===== src/rtl/moore_seq_ctrl.sv =====
// moore_seq_ctrl: sends a latched bit pattern MSB-first onto X and counts Z rising edges.
//   CLK        rising-edge clock
//   RESET_N    asynchronous active-low reset
//   START      run request, sampled only in IDLE
//   PATTERN    PAT_W-bit pattern, bit PAT_W-1 sent first
//   REPEAT     back-to-back pattern repetitions; 0 finishes at once
//   Z          detector output being counted
//   X          registered detector input
//   BUSY       high while shifting and draining
//   DONE       one-cycle completion pulse
//   HIT_COUNT  saturating count of Z rising edges in the last run
module moore_seq_ctrl #(
    parameter int PAT_W     = 4,
    parameter int REP_W     = 4,
    parameter int CNT_W     = 8,
    parameter int DRAIN_CYC = 2
) (
    input  logic             CLK,
    input  logic             RESET_N,
    input  logic             START,
    input  logic [PAT_W-1:0] PATTERN,
    input  logic [REP_W-1:0] REPEAT,
    input  logic             Z,
    output logic             X,
    output logic             BUSY,
    output logic             DONE,
    output logic [CNT_W-1:0] HIT_COUNT
);
    localparam int BIT_W = PAT_W > 1 ? $clog2(PAT_W) : 1;
    localparam int DRN_W = DRAIN_CYC > 1 ? $clog2(DRAIN_CYC) : 1;
    localparam logic [BIT_W-1:0] TOP_BIT = BIT_W'(PAT_W - 1);
    typedef enum logic [1:0] {IDLE, SHIFT, DRAIN, FIN} state_t;
    state_t           state;
    logic [PAT_W-1:0] pat;
    logic [BIT_W-1:0] bit_idx;
    logic [REP_W-1:0] rep_cnt;
    logic [DRN_W-1:0] drain_cnt;
    logic             z_q;
    logic [BIT_W-1:0] bit_nxt;
    logic             hit;
    // bit_idx is the index of the bit currently on X
    assign bit_nxt = bit_idx - BIT_W'(1);
    assign hit     = (state == SHIFT || state == DRAIN) && Z && !z_q && !(&HIT_COUNT);
    always_ff @(posedge CLK or negedge RESET_N) begin
        if (!RESET_N) begin
            state     <= IDLE;
            pat       <= '0;
            bit_idx   <= '0;
            rep_cnt   <= '0;
            drain_cnt <= '0;
            z_q       <= 1'b0;
            X         <= 1'b0;
            BUSY      <= 1'b0;
            DONE      <= 1'b0;
            HIT_COUNT <= '0;
        end else begin
            z_q <= Z;
            if (hit) HIT_COUNT <= HIT_COUNT + CNT_W'(1);
            case (state)
                IDLE: if (START) begin
                    HIT_COUNT <= '0;
                    if (REPEAT != '0) begin
                        state   <= SHIFT;
                        pat     <= PATTERN;
                        rep_cnt <= REPEAT;
                        bit_idx <= TOP_BIT;
                        X       <= PATTERN[PAT_W-1];
                        BUSY    <= 1'b1;
                    end else begin
                        state <= FIN;
                        DONE  <= 1'b1;
                    end
                end
                SHIFT: if (bit_idx == '0) begin
                    if (rep_cnt == REP_W'(1)) begin
                        state     <= DRAIN;
                        X         <= 1'b0;
                        drain_cnt <= DRN_W'(DRAIN_CYC - 1);
                    end else begin
                        rep_cnt <= rep_cnt - REP_W'(1);
                        bit_idx <= TOP_BIT;
                        X       <= pat[PAT_W-1];
                    end
                end else begin
                    bit_idx <= bit_nxt;
                    X       <= pat[bit_nxt];
                end
                DRAIN: if (drain_cnt == '0) begin
                    state <= FIN;
                    BUSY  <= 1'b0;
                    DONE  <= 1'b1;
                end else begin
                    drain_cnt <= drain_cnt - DRN_W'(1);
                end
                default: begin
                    state <= IDLE;
                    DONE  <= 1'b0;
                end
            endcase
        end
    end
endmodule

===== config.mk =====
export PLATFORM = sky130hd
export DESIGN_NAME = moore_seq_ctrl
export DESIGN_NICKNAME = d
export VERILOG_FILES = /design/src/rtl/moore_seq_ctrl.sv
export SDC_FILE = /design/constraint.sdc
export NUM_CORES = 1
export LEC_CHECK = 0
export ABC_CLOCK_PERIOD_IN_PS = 1940
export CAP_MARGIN = 15
export CORE_MARGIN = 1
export CORE_UTILIZATION = 42
export DETAILED_ROUTE_END_ITERATION = 7
export PLACE_DENSITY_LB_ADDON = 0.12
export SLEW_MARGIN = 20
export SYNTH_ARGS = -nofsm -noshare
export SYNTH_HDL_FRONTEND = slang
export SYNTH_SLANG_ARGS = --single-unit

===== constraint.sdc =====
create_clock -name CLK -period 1.94 [get_ports CLK]
set_clock_uncertainty 0.2 [all_clocks]
set_input_delay 0.291 -clock CLK [delete_from_list [all_inputs] [get_ports CLK]]
set_output_delay 0.291 -clock CLK [all_outputs]
set_load 0.01 [all_outputs]

-- After elaboration in Yosys (flattened, before gate mapping)
Index checks and enable logic that the tools add are counted.
- register bits: 25
- input bits: 12
- output and inout bits: 11
- add/sub/neg operators: 4
- magnitude comparators: 1
- equal/unequal tests: 11
- mux-type cells: 38
- bitwise gates (word level): 1
- reduce and logical (&&, ||, !) cells: 21
- operators with widths (operator ; count):
    $mux 8 ; 3
    $mux 2 ; 9
    $mux 4 ; 4
    $reduce_and 4->1 ; 4
    $mux 1 ; 14
    $ne 2x2->1 const B ; 5
    $reduce_and 3->1 ; 3
    $add 8x1->8 const B ; 1
    $pmux 4 s2 ; 1
    $reduce_and 8->1 ; 1
    $pmux 1 s2 ; 3
    $pmux 2 s3 ; 1
    $reduce_bool 2->1 ; 3
    $reduce_and 5->1 ; 1
    $eq 4x1->1 const B ; 1
    $logic_not 2->1 ; 2
    $ne 2x1->1 const B ; 2
    $pmux 2 s2 ; 1
    $reduce_bool 4->1 ; 1
    $sub 4x1->4 const B ; 1
    $logic_and 1x1->1 ; 3
    $lt 2x3->1 const B ; 1
    $ne 3x3->1 const B ; 1
    $pmux 1 s3 ; 1
    8 further kinds ; 9

-- Depth between registers and ports, before layout
- depth after elaboration: 8
- gate-level depth with buffers: 7

-- Least setup slack after synthesis
No wires, ideal clock.
- kind: reg-to-reg
- start point: reg bit_idx[0]
- end point: reg state[1]
- arrival time: 1594 ps
- required time: 1615 ps
- setup slack: 21 ps
- cell stages (with the launch flop): 7
- path buffers: 0
- period minus slack after synthesis: 1919 ps
- path through: dfrtp_1 inv_1 ha_1 nor2b_1 nor2b_1 o21ai_0 mux2_2
- cells in the longest elaborated chain, start to end: 3
- ends and longest elaborated chain (what ; RTL line ; RTL):
    start, declared ; 35 ; logic [BIT_W-1:0] bit_idx;
    start signal, assigned ; 85 ; bit_idx <= bit_nxt;
    $logic_not 2->1 ; 74 ; SHIFT: if (bit_idx == '0) begin
    $ne 2x1->1 (no line) ; -- ;
    $reduce_and 4->1 (no line) ; -- ;
    end signal, assigned ; 70 ; state <= FIN;
    end signal, assigned ; 76 ; state <= DRAIN;
    end signal, assigned ; 89 ; state <= FIN;
    end, declared ; 33 ; state_t state;
Every way passes these cells.
A chain may end at the register's enable or synchronous reset.

-- Final worst setup path
- start point: reg state[0]
- end point: reg HIT_COUNT[5]
- cells in the longest elaborated chain, start to end: 8
- elaborated cells on any way between the ends: 10
- ends and longest elaborated chain (what ; RTL line ; RTL):
    start signal, assigned ; 46 ; state <= IDLE;
    start signal, assigned ; 63 ; state <= SHIFT;
    start signal, assigned ; 70 ;
    $eq 2x1->1 or $eq 2x2->1 (tied branches) ; 43 ; assign hit = (state == SHIFT || state == DRAIN) && Z && !z_q && !(&HIT_COUNT);
    $logic_or 1x1->1 ; 43 ;
    $logic_and 1x1->1 (3 in a row) ; 43 ;
    $mux 8 ; 58 ; if (hit) HIT_COUNT <= HIT_COUNT + CNT_W'(1);
    $mux 8 ; 60 ; IDLE: if (START) begin
    $mux 8 * ; 59 ; case (state)
    end signal, assigned ; 58 ;
    end, declared ; 27 ; output logic [CNT_W-1:0] HIT_COUNT
Every way passes the cells marked *; elsewhere a longest branch is shown, timed or not.

==> impl_metrics.tcl <==
set metrics [dict create \
    outcome "complete, no violations" \
    max-clock-path-buffers 2 \
    area_growth_pct 34.7 \
    die-area_um2 3690 \
    grtUsageTotal_pct 19.1 \
    antenna_found_initial 0 \
    grt_pass1_vias 1220 \
    synthFlopType "dfrtp_1" \
    critPathArrivalTime_ns 1.91 \
    num_vias 1305 \
    ys_seq_elements 25 \
    antenna_cells 0 \
    synth_area_leader_cell "dfrtp_1" \
    ir_drop_mv 0.681 \
    synth_area_per_cell_um2 9.99 \
    slew_viol_final 0 \
    drt-initial-drc-count 62 \
    portBuffers 22 \
    viasPerCell 5.46 \
    setup_viol 0 \
    yosysUniqueCellTypes 44 \
    dp_hpwl_um 2480 \
    period_needed_ns 1.87 \
    yosys_warnings 0 \
    num-nets-final 216 \
    synth_nets 165 \
    grt_start_max_net_pins 26 \
    htree_levels 1 \
    rsz0062_at_grt "true" \
    cts_tree "done" \
    fin_crit_sh_pct 96.6 \
    rows 20 \
    grt_pass1_wl_um 5190 \
    clock_sinks 25 \
    die_y_um 60.7 \
    drt_pass1_iterations 4 \
    cp.required_ns 1.98 \
    cts_buffers 3 \
    fmax_mhz 534 \
    drt-wirelength-per-cell_um 13.3 \
    cts-root-buf "clkbuf_4" \
    final_antenna_net_count 0 \
    synth-edff-count 0 \
    grt_remaining_overflow 0 \
    n_fill_cell 285 \
    dpl_cell_area_um2 1900 \
    synthCells 145 \
    drive_above_1_share_pct 21.0 \
    rr_worst_depth 6 \
    start_kind "flip-flop" \
    min_path_type "primary input to async pin" \
    crit_fanout 3 \
    max-slew-margin-rel_pct 74.2 \
    finalHoldViolCount 0 \
    ctsHoldBuffers 0 \
    synthTopCellsByArea "dfrtp_1, ha_1, mux2_2" \
    core-area_um2 3150 \
    die_w_um 60.7 \
    power_density_nw_per_um2 1280 \
    end_kind "flip-flop" \
    clk-insertion-delay-late_ns 0.32 \
    clk_pin_slew_ns 0.14 \
    start_util_pct 46.0 \
    whs_ns 0.108 \
    maxCapViolCount 0 \
    drc 0 \
    io_pins 23 \
    place.gp.congestion 0.911 \
    routed_wl_um 3170 \
    worst_pin_slew_ns 0.383 \
    synth.yosys.seq_area_share_pct 43.2 \
    netlist_area_um2 1450 \
    synth_top_area_share_pct 43.2 \
    final_cell_area_um2 1950 \
    cellLeakagePower_nw 0.863 \
    synthArstFlopShare_pct 100 \
    path_class "flip-flop to flip-flop" \
]
[where the power goes]
| group | switching [mW] | internal (mW) |
|---|---|---|
| logic | 0.651 | 0.770 |
| registers | 0.132 | 0.708 |
| clock network | 0.149 | 0.0804 |
[through the flow]
stage                     cells  worst slack [ns]  power [mW]    TNS (ns)  utilization [%]
after floorplan             145            0.0208        1.67           0                -
after global placement      233            -0.210        2.16       -2.36             60.1
after detailed placement    233            -0.278        2.20       -2.84             60.1
after CTS                   238        -0.0000824        2.45  -0.0000824             61.2
after global routing        239           -0.0311        2.70     -0.0311             61.9
final                       239            0.0656        2.49           0             61.9
[timing repair]
action | CTS | global route
buffers inserted | 1 | 1
resized for setup | 0 | 5
pin swaps | 0 | 4
endpoints found under the setup margin | 8 | 12
[routing by layer]
layer  vias to the layer above  part of all wire, %  global-route usage (%)
li1                        638                    -                       -
met1                       627                   47                    25.4
met2                        32                   47                    31.1
met3                         8                  4.1                    3.84
met4                         0                  2.1                    6.82
met5                         -                    0                       0
[cell type report]
class | instances | area (µm²) | area share, %
Sequential cell | 25 | 626 | 32.1
Timing Repair Buffer | 48 | 415 | 21.3
Tap cell | 44 | 55.1 | 2.82
Clock buffer | 4 | 26.3 | 1.35
Inverter | 10 | 37.5 | 1.92
Multi-Input combinational cell | 108 | 792 | 40.6
[synthesized netlist by cell type, types with 2 or more instances]
| library cell | instances |
|---|---|
| o21bai_1 | 2 |
| a21oi_4 | 2 |
| o22a_1 | 4 |
| inv_1 | 10 |
| a21oi_1 | 8 |
| o211ai_1 | 2 |
| nand2_1 | 10 |
| mux2i_1 | 3 |
| ha_1 | 8 |
| xor2_1 | 3 |
| nor2b_1 | 3 |
| nand4_1 | 3 |
| nor2_1 | 13 |
| nand3_1 | 4 |
| and2_1 | 3 |
| a31oi_1 | 4 |
| mux2_2 | 5 |
| o21ai_0 | 8 |
| dfrtp_1 | 25 |
[worst max-delay path, stage by stage, from the launching register on]
cell,delay (ns)
dfrtp_1,0.40
inv_2,0.07
ha_4,0.26
and4b_1,0.24
o211ai_1,0.13
or3_1,0.36
a21oi_1,0.13
[kinds of logic after synthesis]
| family | count (synthesis) | synth area share (%) |
|---|---|---|
| DFF | 25 | 43.2 |
| adders and majority gates | 8 | 6.91 |
| xor gates and xnor gates | 4 | 2.42 |
| and+or+nand+nor | 45 | 16.6 |
| AOI/OAI and AO/OA | 43 | 21.8 |
| muxes | 8 | 5.96 |
| buffers and inverters | 12 | 3.19 |
[sequential cells by signal, summed over array words and instances (netlist names)]
name and flops:
BUSY 1, DONE 1, HIT_COUNT 8, X 1, bit_idx 2, drain_cnt 1
pat 4, rep_cnt 4, state 2, z_q 1
[layout by cell type (no fill, tap or decap), types with 4 or more instances in the layout]
cell / instances
nand3_1: 4
nor2_1: 13
mux2_2: 5
o22a_1: 4
a21oi_1: 8
clkdlybuf4s50_1: 22
ha_1: 7
inv_1: 8
nand2_1: 10
o21ai_0: 8
dfrtp_1: 25
buf_4: 26
a31oi_1: 4
[final timing paths]
| path | from | to | slack, ns |
|---|---|---|---|
| worst max-delay path | state[0] | HIT_COUNT[5] | 0.07 |
| worst min-delay path | RESET_N | DONE | 0.11 |
| worst max register to register | state[0] | HIT_COUNT[5] | 0.07 |
| worst min register to register | pat[3] | pat[3] | 0.32 |
| max in group asynchronous | RESET_N | bit_idx[0] | 1.16 |
| min in group CLK | Z | z_q | 0.24 |
Note: power is estimated with default switching activity, not from simulation.
